===== config.mk =====
export PLATFORM = sky130hd
export DESIGN_NAME = traffic_analyzer_snapshot_ctrl_flat
export DESIGN_NICKNAME = d
export VERILOG_FILES = /design/src/rtl/traffic_analyzer_snapshot_ctrl_if.sv /design/src/rtl/traffic_analyzer_snapshot_ctrl.sv /design/src/flat_wrapper.sv
export SDC_FILE = /design/constraint.sdc
export NUM_CORES = 1
export LEC_CHECK = 0
export CAP_MARGIN = 20
export CORE_AREA = 4 4 139 141
export CTS_CLUSTER_DIAMETER = 30
export DETAILED_ROUTE_END_ITERATION = 8
export DIE_AREA = 0 0 143 145
export PLACE_DENSITY = 0.78
export SYNTH_ARGS = -nofsm -noshare
export SYNTH_HDL_FRONTEND = slang
export SYNTH_SLANG_ARGS = --single-unit

===== constraint.sdc =====
create_clock -name clk -period 2.9 [get_ports clk]
set_clock_uncertainty 0.05 [all_clocks]
set_input_delay 0.725 -clock clk [delete_from_list [all_inputs] [get_ports clk]]
set_output_delay 0.725 -clock clk [all_outputs]
set_load 0.01 [all_outputs]

===== src/rtl/traffic_analyzer_snapshot_ctrl_if.sv =====
// Control/status bundle between the CPU register block, the GMII monitor and the snapshot sequencer.
// master: register block / line side; slave: traffic_analyzer_snapshot_ctrl.
interface traffic_analyzer_snapshot_ctrl_if #(
    parameter int unsigned C_PERIOD_WIDTH  = 32,
    parameter int unsigned C_TIMEOUT_WIDTH = 24
);
    logic                       enable;
    logic                       snap_req;
    logic [C_PERIOD_WIDTH-1:0]  period;
    logic [C_TIMEOUT_WIDTH-1:0] hold_timeout;
    logic                       snap_ack;
    logic                       gmii_en;
    logic [47:0]                sec;
    logic [29:0]                nsec;

    logic                       freeze_stats;
    logic                       snap_valid;
    logic                       busy;
    logic [15:0]                snap_seq;
    logic [15:0]                snap_missed;
    logic                       hold_expired;
    logic [47:0]                snap_sec;
    logic [29:0]                snap_nsec;

    modport master (
        output enable, snap_req, period, hold_timeout, snap_ack, gmii_en, sec, nsec,
        input  freeze_stats, snap_valid, busy, snap_seq, snap_missed, hold_expired,
               snap_sec, snap_nsec
    );

    modport slave (
        input  enable, snap_req, period, hold_timeout, snap_ack, gmii_en, sec, nsec,
        output freeze_stats, snap_valid, busy, snap_seq, snap_missed, hold_expired,
               snap_sec, snap_nsec
    );
endinterface


===== src/rtl/traffic_analyzer_snapshot_ctrl.sv =====
// Sequences freeze_stats so software reads a coherent analyzer snapshot (request or periodic trigger).
// Optional timestamp latch of sec/nsec at trigger: define SNAPSHOT_TIMESTAMP_EN.
module traffic_analyzer_snapshot_ctrl #(
    parameter int unsigned C_PERIOD_WIDTH  = 32,
    parameter int unsigned C_TIMEOUT_WIDTH = 24,
    parameter int unsigned C_SETTLE_CYCLES = 8
) (
    input  logic                           clk,
    input  logic                           resetn,
    traffic_analyzer_snapshot_ctrl_if.slave bus
);
    localparam int unsigned PW       = C_PERIOD_WIDTH;
    localparam int unsigned TW       = C_TIMEOUT_WIDTH;
    localparam int unsigned SW       = 4;
    localparam int unsigned CNT_W    = 16;
    localparam logic [SW-1:0] SETTLE_INIT = SW'(C_SETTLE_CYCLES);

    typedef enum logic [1:0] {
        ST_IDLE    = 2'd0,
        ST_DRAIN   = 2'd1,
        ST_HOLD    = 2'd2,
        ST_RELEASE = 2'd3
    } state_t;

    state_t            state, state_next;
    logic [PW-1:0]     period_cnt, period_cnt_next;
    logic [SW-1:0]     settle_cnt, settle_next;
    logic [TW-1:0]     hold_cnt, hold_next;
    logic [CNT_W-1:0]  snap_seq, seq_next;
    logic [CNT_W-1:0]  snap_missed, missed_next;
    logic              hold_expired, expired_next;
    logic              freeze_stats, snap_valid, busy;
    logic              tick, trigger, latch_ts;

    // Periodic tick; a shrunk period fires as soon as the count is at or past it
    always_comb begin
        tick            = 1'b0;
        period_cnt_next = period_cnt + PW'(1);
        if (!bus.enable || bus.period == '0) begin
            period_cnt_next = '0;
        end else if (period_cnt >= bus.period - PW'(1)) begin
            tick            = 1'b1;
            period_cnt_next = '0;
        end
    end

    assign trigger = bus.enable & (bus.snap_req | tick);

    always_ff @(posedge clk or negedge resetn) begin
        if (!resetn) begin
            state <= ST_IDLE;
        end else begin
            state <= state_next;
        end
    end

    // Next-state and next-value logic for counters and flags
    always_comb begin
        state_next   = state;
        settle_next  = settle_cnt;
        hold_next    = hold_cnt;
        seq_next     = snap_seq;
        expired_next = hold_expired;
        missed_next  = snap_missed;
        latch_ts     = 1'b0;

        if (trigger && state != ST_IDLE && snap_missed != {CNT_W{1'b1}}) begin
            missed_next = snap_missed + CNT_W'(1);
        end

        case (state)
            ST_IDLE: begin
                if (trigger) begin
                    state_next  = ST_DRAIN;
                    settle_next = SETTLE_INIT;
                    latch_ts    = 1'b1;
                end
            end
            ST_DRAIN: begin
                if (!bus.enable) begin
                    state_next = ST_RELEASE;
                end else if (bus.gmii_en) begin
                    settle_next = SETTLE_INIT;
                end else if (settle_cnt <= SW'(1)) begin
                    state_next   = ST_HOLD;
                    settle_next  = '0;
                    seq_next     = snap_seq + CNT_W'(1);
                    expired_next = 1'b0;
                    hold_next    = '0;
                end else begin
                    settle_next = settle_cnt - SW'(1);
                end
            end
            ST_HOLD: begin
                // An ack coinciding with the timeout wins, leaving hold_expired clear
                if (!bus.enable || bus.snap_ack) begin
                    state_next = ST_RELEASE;
                end else if (bus.hold_timeout != '0 &&
                             hold_cnt == bus.hold_timeout - TW'(1)) begin
                    state_next   = ST_RELEASE;
                    expired_next = 1'b1;
                end else begin
                    hold_next = hold_cnt + TW'(1);
                end
            end
            ST_RELEASE: begin
                state_next = ST_IDLE;
            end
            default: begin
                state_next = ST_IDLE;
            end
        endcase
    end

    // Registered datapath and outputs, derived from the next state
    always_ff @(posedge clk or negedge resetn) begin
        if (!resetn) begin
            period_cnt   <= '0;
            settle_cnt   <= '0;
            hold_cnt     <= '0;
            snap_seq     <= '0;
            snap_missed  <= '0;
            hold_expired <= 1'b0;
            freeze_stats <= 1'b0;
            snap_valid   <= 1'b0;
            busy         <= 1'b0;
        end else begin
            period_cnt   <= period_cnt_next;
            settle_cnt   <= settle_next;
            hold_cnt     <= hold_next;
            snap_seq     <= seq_next;
            snap_missed  <= missed_next;
            hold_expired <= expired_next;
            freeze_stats <= (state_next == ST_DRAIN) || (state_next == ST_HOLD);
            snap_valid   <= (state_next == ST_HOLD);
            busy         <= (state_next != ST_IDLE);
        end
    end

    assign bus.freeze_stats = freeze_stats;
    assign bus.snap_valid   = snap_valid;
    assign bus.busy         = busy;
    assign bus.snap_seq     = snap_seq;
    assign bus.snap_missed  = snap_missed;
    assign bus.hold_expired = hold_expired;

`ifdef SNAPSHOT_TIMESTAMP_EN
    logic [47:0] snap_sec;
    logic [29:0] snap_nsec;

    always_ff @(posedge clk or negedge resetn) begin
        if (!resetn) begin
            snap_sec  <= '0;
            snap_nsec <= '0;
        end else if (latch_ts) begin
            snap_sec  <= bus.sec;
            snap_nsec <= bus.nsec;
        end
    end

    assign bus.snap_sec  = snap_sec;
    assign bus.snap_nsec = snap_nsec;
`else
    logic unused_ts;

    // Timestamp ports stay in place but read as zero when the latch is not built
    assign unused_ts     = ^{bus.sec, bus.nsec, latch_ts};
    assign bus.snap_sec  = '0;
    assign bus.snap_nsec = '0;
`endif

endmodule


===== src/flat_wrapper.sv =====
// flat-port wrapper written by rule: the top's interface ports become plain ports
module traffic_analyzer_snapshot_ctrl_flat 
#(
    parameter int unsigned C_PERIOD_WIDTH  = 32,
    parameter int unsigned C_TIMEOUT_WIDTH = 24,
    parameter int unsigned C_SETTLE_CYCLES = 8
)
  (clk, resetn, bus_enable, bus_snap_req, bus_period, bus_hold_timeout, bus_snap_ack, bus_gmii_en, bus_sec, bus_nsec, bus_freeze_stats, bus_snap_valid, bus_busy, bus_snap_seq, bus_snap_missed, bus_hold_expired, bus_snap_sec, bus_snap_nsec);
  traffic_analyzer_snapshot_ctrl_if #(.C_PERIOD_WIDTH(C_PERIOD_WIDTH), .C_TIMEOUT_WIDTH(C_TIMEOUT_WIDTH)) bus_i ();
  input  logic clk;
  input  logic resetn;
  input wire logic [$bits(bus_i.enable)-1:0] bus_enable;
  input wire logic [$bits(bus_i.snap_req)-1:0] bus_snap_req;
  input wire logic [$bits(bus_i.period)-1:0] bus_period;
  input wire logic [$bits(bus_i.hold_timeout)-1:0] bus_hold_timeout;
  input wire logic [$bits(bus_i.snap_ack)-1:0] bus_snap_ack;
  input wire logic [$bits(bus_i.gmii_en)-1:0] bus_gmii_en;
  input wire logic [$bits(bus_i.sec)-1:0] bus_sec;
  input wire logic [$bits(bus_i.nsec)-1:0] bus_nsec;
  output wire logic [$bits(bus_i.freeze_stats)-1:0] bus_freeze_stats;
  output wire logic [$bits(bus_i.snap_valid)-1:0] bus_snap_valid;
  output wire logic [$bits(bus_i.busy)-1:0] bus_busy;
  output wire logic [$bits(bus_i.snap_seq)-1:0] bus_snap_seq;
  output wire logic [$bits(bus_i.snap_missed)-1:0] bus_snap_missed;
  output wire logic [$bits(bus_i.hold_expired)-1:0] bus_hold_expired;
  output wire logic [$bits(bus_i.snap_sec)-1:0] bus_snap_sec;
  output wire logic [$bits(bus_i.snap_nsec)-1:0] bus_snap_nsec;
  assign bus_i.enable = bus_enable;
  assign bus_i.snap_req = bus_snap_req;
  assign bus_i.period = bus_period;
  assign bus_i.hold_timeout = bus_hold_timeout;
  assign bus_i.snap_ack = bus_snap_ack;
  assign bus_i.gmii_en = bus_gmii_en;
  assign bus_i.sec = bus_sec;
  assign bus_i.nsec = bus_nsec;
  assign bus_freeze_stats = bus_i.freeze_stats;
  assign bus_snap_valid = bus_i.snap_valid;
  assign bus_busy = bus_i.busy;
  assign bus_snap_seq = bus_i.snap_seq;
  assign bus_snap_missed = bus_i.snap_missed;
  assign bus_hold_expired = bus_i.hold_expired;
  assign bus_snap_sec = bus_i.snap_sec;
  assign bus_snap_nsec = bus_i.snap_nsec;
  traffic_analyzer_snapshot_ctrl #(.C_PERIOD_WIDTH(C_PERIOD_WIDTH), .C_TIMEOUT_WIDTH(C_TIMEOUT_WIDTH), .C_SETTLE_CYCLES(C_SETTLE_CYCLES)) u_core (.clk(clk), .resetn(resetn), .bus(bus_i));
endmodule

==> run_results.csv <==
group,metric,value,unit
logic_synthesis,synth_edf_count,0,
detailed_routing,dr.pass1.iters,5,
min_path,min_path_type,"primary input to asynchronous set/reset pin",
setup_path,r2r_start,"u_core.period_cnt[0]",
run_status,failed_checks,"setup timing",
clock_network,cts_tree,"done",
clock_network,clk_latency,0.34,ns
pwr,leakage,4.996,nW
logic_synthesis,ys.warnings.count,0,
die,fp.dieH,145,µm
logic_synthesis,ys_seq_elements,98,
setup_path,path_cells,"buf_6 > or4_4 > or3_4 > or2_4 > nand2b_4 > nor3_4 > nand2b_1 > buf_6 > nor4_4 > xnor2_1 > ha_1 > nand4_1 > nor4_4 > o311a_1 > a211oi_2 > o21bai_2 > nand4_1 > buf_4 > buf_12 > buf_6 > nor2_4 > xnor2_2",
clock_network,htreeDepth,3,
logic_synthesis,ys_seq_area_share,32.54,%
layout,fin_cells,1372,
global_route,antenna_found_initial,0,
sta,finalCriticalPeriod,4.670,ns
die,rows,49,
logic_synthesis,synth_area_per_cell,8.793,µm²
setup_path,cp.depth,22,
layout,nets,1320,
place,gp_congestion,0.8358,
logic_synthesis,yosys.area_share.xor_xnor,15.11,%
detailed_routing,drtIter0Drc,440,
sta,hold_viol_final,0,
layout,layout-drive-gt1-share,30.53,%
logic_synthesis,synthDistinctLibCells,63,
sta,setup_viol,81,
pwr,powerDensity,390.1,nW/µm²
setup_path,critPathBufInv,5,
clock_network,cts_hold_buffers,0,
detailed_routing,routed_wirelength,21070,µm
sta,drv_slew,0,
setup_path,path_max_fanout,6,
sta,fmax,0.2141,GHz
global_route,grt_pass1_wl,32990,µm
detailed_routing,via_per_inst,5.191,
layout,synthToLayoutAreaGrowth,49.26,%
pwr,peakVddDrop,0.0002939,V
setup_path,reg2reg_to,"u_core.settle_cnt[1]",
detailed_routing,ant_nets,0,
layout,layout_common_cells,"buf_4, dfrtp_1, conb_1, xnor2_1, clkdlybuf4s50_1",
setup_path,r2r_slack,-0.23,ns
layout,nFillCells,1406,
logic_synthesis,synthMuxAreaShare,1.079,%
sta,setup_slack,-1.770,ns
logic_synthesis,synth_top_family_by_area,"simple AND/OR/NAND/NOR gates",
layout,finish.utilization,62.62,%
global_route,grt_usage,18.79,%
layout,diodes,0,
setup_path,crit_type,"primary input to flop",
die,dieArea,20740,µm²
setup_path,startpoint_type,"primary input",
layout,layout_commonest_cell,"buf_4",
logic_synthesis,ys.flop_type,"dfrtp_1",
detailed_routing,num_vias,7122,
setup_path,slowest_stage,"or4_4",
logic_synthesis,syn_inst,857,
place,dpl.hpwl,14770,µm
die,fp.dieW,143,µm
place,dp.cells,1312,
global_route,grt-ovfl-total,0,
layout,final-seq-area,2452,µm²
die,start_util,41.95,%
setup_path,cp_top_family,"simple AND/OR/NAND/NOR gates",
global_route,grt_max_degree,45,
setup_path,end_kind,"flop",
clock_network,root_buffer,"clkbuf_16",
die,io_pins,254,
clock_network,cts_buffers,9,
logic_synthesis,async_flop_share,100.0,%
place,io_buffers,97,
detailed_routing,route.detailed.drc,0,
die,core-area,17960,µm²
logic_synthesis,synth-simple-area-share,25.14,%
logic_synthesis,synthAdderAreaFrac,6.973,%
global_route,grt_pass1_vias,7009,
setup_path,path_common_cell,"buf_6",
detailed_routing,post_drt_wl_per_cell,15.35,µm
clock_network,cts_buffer_depth,2,
place,place_ws,-2.524,ns
setup_path,arrival,4.90,ns
run_status,outcome,"finished with violations",
clock_network,cts_sinks,98,
sta,rsz0062_at_grt,"true",
setup_path,reg2reg_depth,16,
logic_synthesis,synth_compound_area_share,9.348,%
clock_network,clk_transition_reported_paths,0.07,ns
flow_run,max_cap_viol_count,0,
logic_synthesis,syn_area,7536,µm²
setup_path,slowest_delay,0.52,ns
sta,period_share,161.0,%
sta,relSlewSlack,54.24,%
layout,multi_input_area,5478,µm²
setup_path,required,3.13,ns
sta,tightest_slew,0.6847,ns
==> cells in the mapped netlist (2+ instances only) <==
cell | instances | area share (%)
a21o_1 | 2 | 0.20
and3_1 | 19 | 1.6
dfrtp_1 | 98 | 33
o31ai_1 | 2 | 0.20
and4_1 | 5 | 0.58
nand3b_1 | 5 | 0.50
a211o_1 | 3 | 0.35
o211ai_1 | 5 | 0.50
nor2b_1 | 2 | 0.17
xnor2_1 | 82 | 9.5
nand2b_1 | 13 | 1.1
nor3_2 | 2 | 0.27
a2111oi_0 | 4 | 0.46
buf_4 | 79 | 7.9
a211oi_1 | 11 | 1.1
nand3_1 | 37 | 2.5
nor4_1 | 15 | 1.2
nor4_2 | 3 | 0.50
a31oi_1 | 3 | 0.25
nand2_1 | 59 | 2.9
mux2i_1 | 7 | 0.93
or3_1 | 10 | 0.83
a2111oi_2 | 2 | 0.40
or2_2 | 3 | 0.25
nand4b_1 | 3 | 0.35
inv_1 | 23 | 1.1
o21ai_0 | 21 | 1.4
nand4_1 | 31 | 2.6
nor3_1 | 35 | 2.3
clkbuf_1 | 11 | 0.55
and2_1 | 6 | 0.50
xor2_1 | 48 | 5.6
o31ai_4 | 2 | 0.56
nor2_1 | 96 | 4.8
or4_1 | 6 | 0.60
a21oi_1 | 33 | 2.2
and4b_1 | 2 | 0.27
o221ai_1 | 3 | 0.35
ha_1 | 42 | 7.0
==> flip-flops by register name, indices dropped and copies added (netlist names), 2 cells and up <==
register                cells
u_core.bus.snap_missed     16
u_core.bus.snap_seq        16
u_core.hold_cnt            24
u_core.period_cnt          32
u_core.settle_cnt           4
u_core.state                2
==> metrics by stage <==
stage / hold WS [ns] / TNS, ns / power, mW / area, µm²
floorplan: 0.3794 / -91.38 / 2.370 / 7988
global placement: 0.4299 / -136.93 / 2.876 / 9663
detailed placement: 0.4380 / -146.35 / 2.911 / 9663
CTS: 0.3373 / -81.93 / 4.275 / 10540
global route: 0.3540 / -99.65 / 4.637 / 11250
finish: 0.3151 / -86.70 / 4.387 / 11250
==> report_power, final <==
group	switching (mW)	total, mW	internal [mW]
Sequential	0.189	1.69	1.51
Combinational	0.778	1.47	0.694
Clock	0.542	1.22	0.679
Total	1.51	4.39	2.88
==> layout make-up <==
cell class                 instances  area share [%]
clock inverter                     6          0.6452
clock buffer                      10           2.036
sequential                        98           21.80
inverter                          24          0.8009
multi-input combinational        721           48.70
timing repair buffer             284           23.47
tap                              229           2.547
==> worst reg2reg max path: cells and delay by family (launching register included) <==
kind                     cells  cell delay [ns]
AO/OA/AOI/OAI                6             1.38
buffers and inverters        6             0.70
flip-flops                   1             0.37
AND/OR/NAND/NOR              3             0.30
adder cells (fa/ha/maj)      1             0.25
==> layer usage <==
layer  up-vias  share of wire (%)  track usage, %
met5         -                  0               0
met4         0                2.1           5.276
met3        37                3.8           2.435
met2       182                 53           33.29
met1      3463                 41           23.83
li1       3440                  -               -
==> repair_timing <==
| action | 4_1_cts | 5_1_grt |
|---|---|---|
| pin swaps | 53 | 48 |
| cloned | 4 | 1 |
| setup endpoints to repair | 81 | 81 |
| gates resized for setup | 130 | 140 |
| setup buffers | 15 | 32 |
==> kinds of logic after synthesis <==
family,count (synthesis)
mux,8
flops,98
fa+ha+maj,42
xor+xnor,130
other cells,1
buf+inv,115
compound gates,102
simple gates,361
==> how the worst max path moves through the flow <==
stage                        start                    endpoint
CTS                  bus_period[8]     u_core.bus.freeze_stats
floorplan           bus_period[11]   u_core.bus.snap_missed[1]
detailed placement  bus_period[11]  u_core.bus.snap_missed[15]
global placement    bus_period[11]   u_core.bus.snap_missed[8]
finish               bus_period[8]   u_core.bus.snap_missed[2]
global route         bus_period[8]   u_core.bus.snap_missed[2]
(Power assumes the default switching activity.)
